`config.mk`:
```
export PLATFORM = sky130hd
export DESIGN_NAME = phase_readout
export DESIGN_NICKNAME = d
export VERILOG_FILES = /design/src/rtl/phase_readout.sv
export SDC_FILE = /design/constraint.sdc
export NUM_CORES = 1
export LEC_CHECK = 0
export CORE_MARGIN = 1.5
export CORE_UTILIZATION = 35
export DETAILED_ROUTE_END_ITERATION = 12
export HOLD_SLACK_MARGIN = 0.08
export MAX_ROUTING_LAYER = met4
export SYNTH_ARGS = -nofsm -noshare
export SYNTH_HDL_FRONTEND = slang
export SYNTH_SLANG_ARGS = --single-unit
```
`constraint.sdc`:
```
create_clock -name clk -period 2.6 [get_ports clk]
set_input_delay 0.65 -clock clk [delete_from_list [all_inputs] [get_ports clk]]
set_output_delay 0.65 -clock clk [all_outputs]
set_load 0.01 [all_outputs]
```
`src/rtl/phase_readout.sv`:
```
// ---------------------------------------------------------------------------
// phase_readout
//
// Reads out the solution of the Ising core. The N free-running oscillator
// outputs of core_matrix are synchronised into the clk domain. After a start
// request the block waits SETTLE_CYCLES for the network to settle. It then
// spends SAMPLE_CYCLES taking a majority vote of whether each spin agrees
// with spin 0. Finally it publishes the anti-phase bitmap as the solution
// vector.
//
// Ports
//   clk       in   system clock, rising edge
//   rstn      in   synchronous active-low reset
//   start     in   readout request, honoured only while idle
//   osc_in    in   [N-1:0] oscillator outputs, asynchronous to clk
//   busy      out  high while a readout is in progress
//   valid     out  solution/no_osc hold a completed result
//   solution  out  [N-1:0] bit i set when spin i is anti-phase to spin 0
//   no_osc    out  spin 0 showed fewer than MIN_EDGES rising edges
// ---------------------------------------------------------------------------
module phase_readout #(
   parameter int N             = 5,
   parameter int SETTLE_CYCLES = 1024,
   parameter int SAMPLE_CYCLES = 256,
   parameter int MIN_EDGES     = 2
) (
   input  logic         clk,
   input  logic         rstn,
   input  logic         start,
   input  logic [N-1:0] osc_in,
   output logic         busy,
   output logic         valid,
   output logic [N-1:0] solution,
   output logic         no_osc
);

   localparam int PHASE_MAX = (SETTLE_CYCLES > SAMPLE_CYCLES) ? SETTLE_CYCLES : SAMPLE_CYCLES;
   localparam int PW        = $clog2(PHASE_MAX + 1);
   localparam int AW        = $clog2(SAMPLE_CYCLES + 1);
   localparam int AW1       = AW + 1;
   localparam int EW        = (MIN_EDGES < 1) ? 1 : $clog2(MIN_EDGES + 1);

   localparam logic [PW-1:0] SETTLE_LAST = PW'((SETTLE_CYCLES > 0) ? SETTLE_CYCLES - 1 : 0);
   localparam logic [PW-1:0] SAMPLE_LAST = PW'(SAMPLE_CYCLES - 1);
   localparam logic [AW:0]   SAMPLE_LIM  = AW1'(SAMPLE_CYCLES);
   localparam logic [EW-1:0] EDGE_SAT    = EW'(MIN_EDGES);

   typedef enum logic [1:0] {IDLE, SETTLE, SAMPLE, DONE} state_t;

   state_t        state_reg;
   logic [N-1:0]  meta_reg;
   logic [N-1:0]  sync_reg;
   logic          sync0_d_reg;
   logic [PW-1:0] phase_cnt_reg;
   logic [EW-1:0] edge_cnt_reg;
   logic          busy_reg;
   logic          valid_reg;
   logic [N-1:0]  solution_reg;
   logic          no_osc_reg;

   logic [N-1:0]  anti_phase;
   logic          accept;
   logic          sampling;
   logic          rise0;

   assign accept   = (state_reg == IDLE) && start;
   assign sampling = (state_reg == SAMPLE);
   assign rise0    = sync_reg[0] && !sync0_d_reg;

   // Two-flop synchroniser per spin. A third copy of spin 0 is kept for
   // rising-edge detection.
   always_ff @(posedge clk) begin
      if (!rstn) begin
         meta_reg    <= '0;
         sync_reg    <= '0;
         sync0_d_reg <= 1'b0;
      end else begin
         meta_reg    <= osc_in;
         sync_reg    <= meta_reg;
         sync0_d_reg <= sync_reg[0];
      end
   end

   // Spin 0 is the phase reference, so it is never anti-phase to itself.
   assign anti_phase[0] = 1'b0;

   // One agreement counter per non-reference spin. A spin is anti-phase when
   // it agreed with spin 0 on strictly fewer than half of the samples. An
   // exact tie reports in-phase.
   genvar gi;
   generate
      for (gi = 1; gi < N; gi++) begin : g_spin
         logic [AW-1:0] agree_reg;

         always_ff @(posedge clk) begin
            if (!rstn) begin
               agree_reg <= '0;
            end else if (accept) begin
               agree_reg <= '0;
            end else if (sampling && (sync_reg[gi] == sync_reg[0])) begin
               agree_reg <= agree_reg + 1'b1;
            end
         end

         assign anti_phase[gi] = ({agree_reg, 1'b0} < SAMPLE_LIM);
      end
   endgenerate

   // Control FSM. All outputs are registered here.
   always_ff @(posedge clk) begin
      if (!rstn) begin
         state_reg     <= IDLE;
         phase_cnt_reg <= '0;
         edge_cnt_reg  <= '0;
         busy_reg      <= 1'b0;
         valid_reg     <= 1'b0;
         solution_reg  <= '0;
         no_osc_reg    <= 1'b0;
      end else begin
         case (state_reg)
            IDLE: begin
               if (start) begin
                  valid_reg     <= 1'b0;
                  no_osc_reg    <= 1'b0;
                  busy_reg      <= 1'b1;
                  edge_cnt_reg  <= '0;
                  phase_cnt_reg <= '0;
                  state_reg     <= (SETTLE_CYCLES == 0) ? SAMPLE : SETTLE;
               end
            end
            SETTLE: begin
               if (phase_cnt_reg == SETTLE_LAST) begin
                  phase_cnt_reg <= '0;
                  state_reg     <= SAMPLE;
               end else begin
                  phase_cnt_reg <= phase_cnt_reg + 1'b1;
               end
            end
            SAMPLE: begin
               // The count saturates, so a fast oscillator cannot wrap it
               // back below the threshold.
               if (rise0 && (edge_cnt_reg != EDGE_SAT)) begin
                  edge_cnt_reg <= edge_cnt_reg + 1'b1;
               end
               if (phase_cnt_reg == SAMPLE_LAST) begin
                  phase_cnt_reg <= '0;
                  state_reg     <= DONE;
               end else begin
                  phase_cnt_reg <= phase_cnt_reg + 1'b1;
               end
            end
            DONE: begin
               solution_reg <= anti_phase;
               no_osc_reg   <= (edge_cnt_reg < EDGE_SAT);
               valid_reg    <= 1'b1;
               busy_reg     <= 1'b0;
               state_reg    <= IDLE;
            end
            default: begin
               state_reg <= IDLE;
            end
         endcase
      end
   end

   assign busy     = busy_reg;
   assign valid    = valid_reg;
   assign solution = solution_reg;
   assign no_osc   = no_osc_reg;

endmodule

```
---- Yosys cells after proc, flatten, opt, wreduce, memory -nomap -nowiden ----
Cells that the tools add are included.
storage, ports and cells
  register bits ........................... 69
  input bits .............................. 8
  logic and storage cells ................. 73
cells by class
  equal/unequal tests ..................... 14
  order comparisons ....................... 5
  $add $sub $neg .......................... 6
  reductions and logical operators ........ 17
  bitwise gates (word level) .............. 1
  multiplexer cells ....................... 16
operators with widths
  kind                   number
  $lt 10x9->1 const B    4
  $add 9x1->9 const B    4
  $mux 11                3
  $pmux 11 s3            1
  $add 11x1->11 const B  1
  $eq 11x10->1 const B   1
  $eq 11x8->1 const B    1
  $mux 2                 5
  $pmux 2 s4             1
  $logic_and 1x1->1      7
  $ne 2x2->1 const B     3
  $pmux 1 s2             3
  $reduce_and 3->1       2
  $eq 1x1->1             4
  $eq 2x2->1 const B     2
  $ne 2x1->1 const B     2
  $pmux 2 s2             1
  $reduce_and 2->1       2
  $reduce_bool 2->1      2
  $reduce_bool 3->1      1
  $add 2x1->2 const B    1
  $eq 2x1->1 const B     1
  $logic_not 2->1        1
  $lt 2x2->1 const B     1
  4 further kinds        5

---- Depth between registers and ports, before layout ----
  depth after elaboration ................. 5
  gate-level depth with buffers ........... 8

---- Least setup slack after synthesis ----
Ideal clock, no wire load.
  path kind ............................... register -> register
  start ................................... reg state_reg[0]
  end ..................................... reg state_reg[0]
  slack ................................... 638 ps
  period minus slack after synthesis ...... 1962 ps
  data arrival time ....................... 1846 ps
  path buffers ............................ 2
  cell stages (with the launch flop) ...... 9
  cells stage by stage .................... dfxtp_1 -> inv_1 -> ha_1 -> buf_2 -> nand3b_1 -> a2111o_1 -> buf_6 -> a211o_1 -> o211a_1
on the way
  word-level cells in the longest chain between the ends .. 3
  elaborated cells between the ends (all ways) .. 9
  classes of those cells .................. eq/ne: 6; mux: 1; reduce/logical: 2
RTL lines
  what                                                              RTL line  RTL
  start: declaration                                                50        state_t state_reg;
  start signal: assignment                                          128       state_reg <= (SETTLE_CYCLES == 0) ? SAMPLE : SETTLE;
  $eq 2x1->1, or another cell as far along                          120       case (state_reg)
  $ne 2x2->1 (no source line) / $ne 2x1->1 (equally long branches)  -
  $reduce_and 3->1 (no source line)                                 -
Parallel ways exist; a longest one is shown, timed or not.
A chain may end at the register's enable or synchronous reset.

---- Worst setup path after layout ----
  start ................................... reg state_reg[1]
  end ..................................... reg state_reg[1]
The elaborated chain is that of the path after synthesis.

==> results_dict.tcl <==
set metrics [dict create \
    run_status "completed" \
    clockBufferDepth 2 \
    critPathKind "reg2reg" \
    routed-via-count 2517 \
    hold_viol 0 \
    synthToLayoutAreaGrowth_pct 14.8 \
    overflow 0 \
    portBuffers 14 \
    grt_use_met3 0.0353 \
    drt-initial-drc-count 73 \
    fin_cells 491 \
    final.setup.tns_ns 0 \
    place_congestion 0.781 \
    grt_start_max_net_pins 37 \
    r2r_end "state_reg[1]" \
    floorplan.initialDensity 0.360 \
    pin_count 16 \
    fin_crit_sh 0.829 \
    synth_cell_types 41 \
    finalSetupViolCount 0 \
    cp.arrival_ns 2.42 \
    clock_sinks 69 \
    largest_reg_flops 36 \
    holdBufCountCts 0 \
    fin_nets 397 \
    viasPerCell 5.13 \
    whs_ns 0.434 \
    grt_pass1_vias 2457 \
    rows 34 \
    antenna_left 0 \
    holdPathEnd "sync_reg[3]" \
    clock_latency_ns 0.34 \
    rrSetupSlack_ns 0.44 \
    h-tree-depth 3 \
    switching_share 0.308 \
    r2r_cells 6 \
    relSlewSlack 0.654 \
    holdPathStages 1 \
    cp_slowest_stage_delay_ns 0.52 \
    cts-root-buf "clkbuf_8" \
    grt_util_met2 0.226 \
    yosys_register_bits 69 \
    clockPowerShare 0.355 \
    cts_tree "yes" \
    worst-path-buf-inv 1 \
    cts_setup_buffers 0 \
    fin_worst_skew_ns 0.00972 \
    grt.busiest_layer "met2" \
    worstPathRequired_ns 2.86 \
    power_mw 2.78 \
    die-width_microns 97.7 \
    cts_resized 0 \
    drive_above_1_share 0.0653 \
    core-area_sq_um 8720 \
    leakagePower_nw 1.25 \
    hp-start "meta_reg[3]" \
    syn-cell-area_sq_um 3140 \
    startpoint_type "flip-flop" \
    first_pass_iters 4 \
    worst_path_max_delay_cell "a2111o_1" \
    yosysWarnings 0 \
    die_h_microns 97.7 \
    period_needed_ns 2.16 \
    rsz0062_at_grt "false" \
    hp-class "reg2reg" \
    ir_worst_vdd_mv 0.511 \
    post_drt_wl_per_cell_microns 12.4 \
    crit_family "compound AO/OA/AOI/OAI gates" \
    tightest_slew_ns 0.516 \
    rr_startpoint "state_reg[1]" \
    drv_slew 0 \
    dp.final_hpwl_microns 4080 \
    remaining_drc_errors 0 \
    p_int_mw 1.92 \
    synthFlopType "dfxtp_1" \
    syn_avg_cell_area_sq_um 8.64 \
    clkTransAtPathRegs_ns 0.08 \
    antenna_cells 0 \
    maxCapViolations 0 \
    grt_use_met1 0.176 \
    globalRouteTotalUtil 0.142 \
    post-route-util 0.413 \
    grt_pass1_wl_microns 10900 \
    path_max_fanout 10 \
    worstPathCellList "inv_1 -> ha_1 -> or3_1 -> a2111o_1 -> a21oi_1 -> mux2i_1" \
    routed_wl_microns 6100 \
    async_flop_share 0 \
    combPwrFrac 0.225 \
    max_freq_ghz 0.464 \
    seq_area_frac_synth 0.440 \
    synth.net_count 382 \
    dp.cells 475 \
    switchingPower_uw 854 \
    antenna_found_initial 0 \
    crit_path_end_kind "flip-flop" \
    dieArea_sq_um 9540 \
    numCtsBuffers 9 \
    cellPowerDensity_nw_per_um2 771 \
    synthCells 363 \
    synth-edff-count 0 \
    seq_power_share 0.420 \
]
synth_stat cells, types with 5 or more instances:
cell type / n / area, sq um
dfxtp_1: 69 / 1380
nor2_1: 37 / 139
a21oi_1: 32 / 160
nand2_1: 25 / 93.8
nand4_1: 22 / 138
o21ai_0: 20 / 100
nand3_1: 19 / 95.1
and2_1: 16 / 100
or3_1: 15 / 93.8
xor2_1: 14 / 123
clkbuf_1: 11 / 41.3
ha_1: 11 / 138
and3_1: 8 / 50.1
inv_1: 8 / 30.0
mux2i_1: 6 / 60.1
a31oi_1: 5 / 31.3
nand3b_1: 5 / 37.5
xnor2_1: 5 / 43.8
cells in the final DEF (no fill, tap or decap), drive strengths merged, types with 2 or more instances in the layout:
cell	n
nand2b	3
nand3	19
buf	6
nand2	25
nand4	22
or4	2
ha	11
nand4b	2
clkdlybuf4s50	14
nor3	3
clkinv	3
and2	16
o21ai	21
xor2	14
xnor2	8
a21oi	32
and3	8
nand3b	5
or3	15
and4	3
inv	9
mux2i	6
nor2b	2
nor2	37
dfxtp	69
a31oi	5
clkbuf	11
bufinv	2
cell families (layout without fill, tap and decap cells):
group | count (synthesis) | count (layout) | share of synthesized area
DFF | 69 | 69 | 0.440
and+or+nand+nor | 165 | 165 | 0.278
other | 1 | 1 | 0.00120
xor gates and xnor gates | 22 | 22 | 0.0686
adders and majority gates | 11 | 11 | 0.0439
muxes | 6 | 6 | 0.0191
AOI/OAI and AO/OA | 64 | 64 | 0.112
buffers and inverters | 25 | 45 | 0.0363
power by group through the flow:
stage,Sequential [mW],Clock (mW),Combinational (mW)
floorplan,1.18,0,0.449
global placement,1.19,0,0.614
detailed placement,1.19,0,0.625
CTS,1.17,1.01,0.627
global route,1.17,1.06,0.703
finish,1.17,0.985,0.625
worst max-delay path by stage:
| stage | startpoint | cells after the start | slack (ns) | endpoint |
|---|---|---|---|---|
| 6_report | state_reg[1] | 6 | 0.44 | state_reg[1] |
| 2_1_floorplan | state_reg[0] | 8 | 0.64 | state_reg[0] |
| 5_1_grt | state_reg[1] | 6 | 0.33 | state_reg[1] |
| 4_1_cts | state_reg[1] | 6 | 0.47 | state_reg[1] |
| 3_3_place_gp | start | 5 | 0.43 | phase_cnt_reg[7] |
| 3_5_place_dp | start | 5 | 0.38 | phase_cnt_reg[7] |
area by class of cell:
cell class	count	area [sq um]
Fill cell	859	5120
Multi-Input combinational cell	269	1640
Sequential cell	69	1380
Timing Repair Buffer	20	185
Clock buffer	11	141
Tap cell	108	135
Clock inverter	5	82.6
Inverter	9	33.8
metrics by stage:
stage               setup WS [ns]  cell area (sq um)
finish                      0.444               3600
global route                0.333               3600
floorplan                   0.638               3140
CTS                         0.468               3600
global placement            0.433               3380
detailed placement          0.377               3380
per-layer routing:
layer  vias up  routed length [microns]
met5         -                        0
met1      1160                     3000
met2        44                     2790
li1       1306                        -
met3         7                      246
met4         0                       74
(Power assumes the default switching activity.)
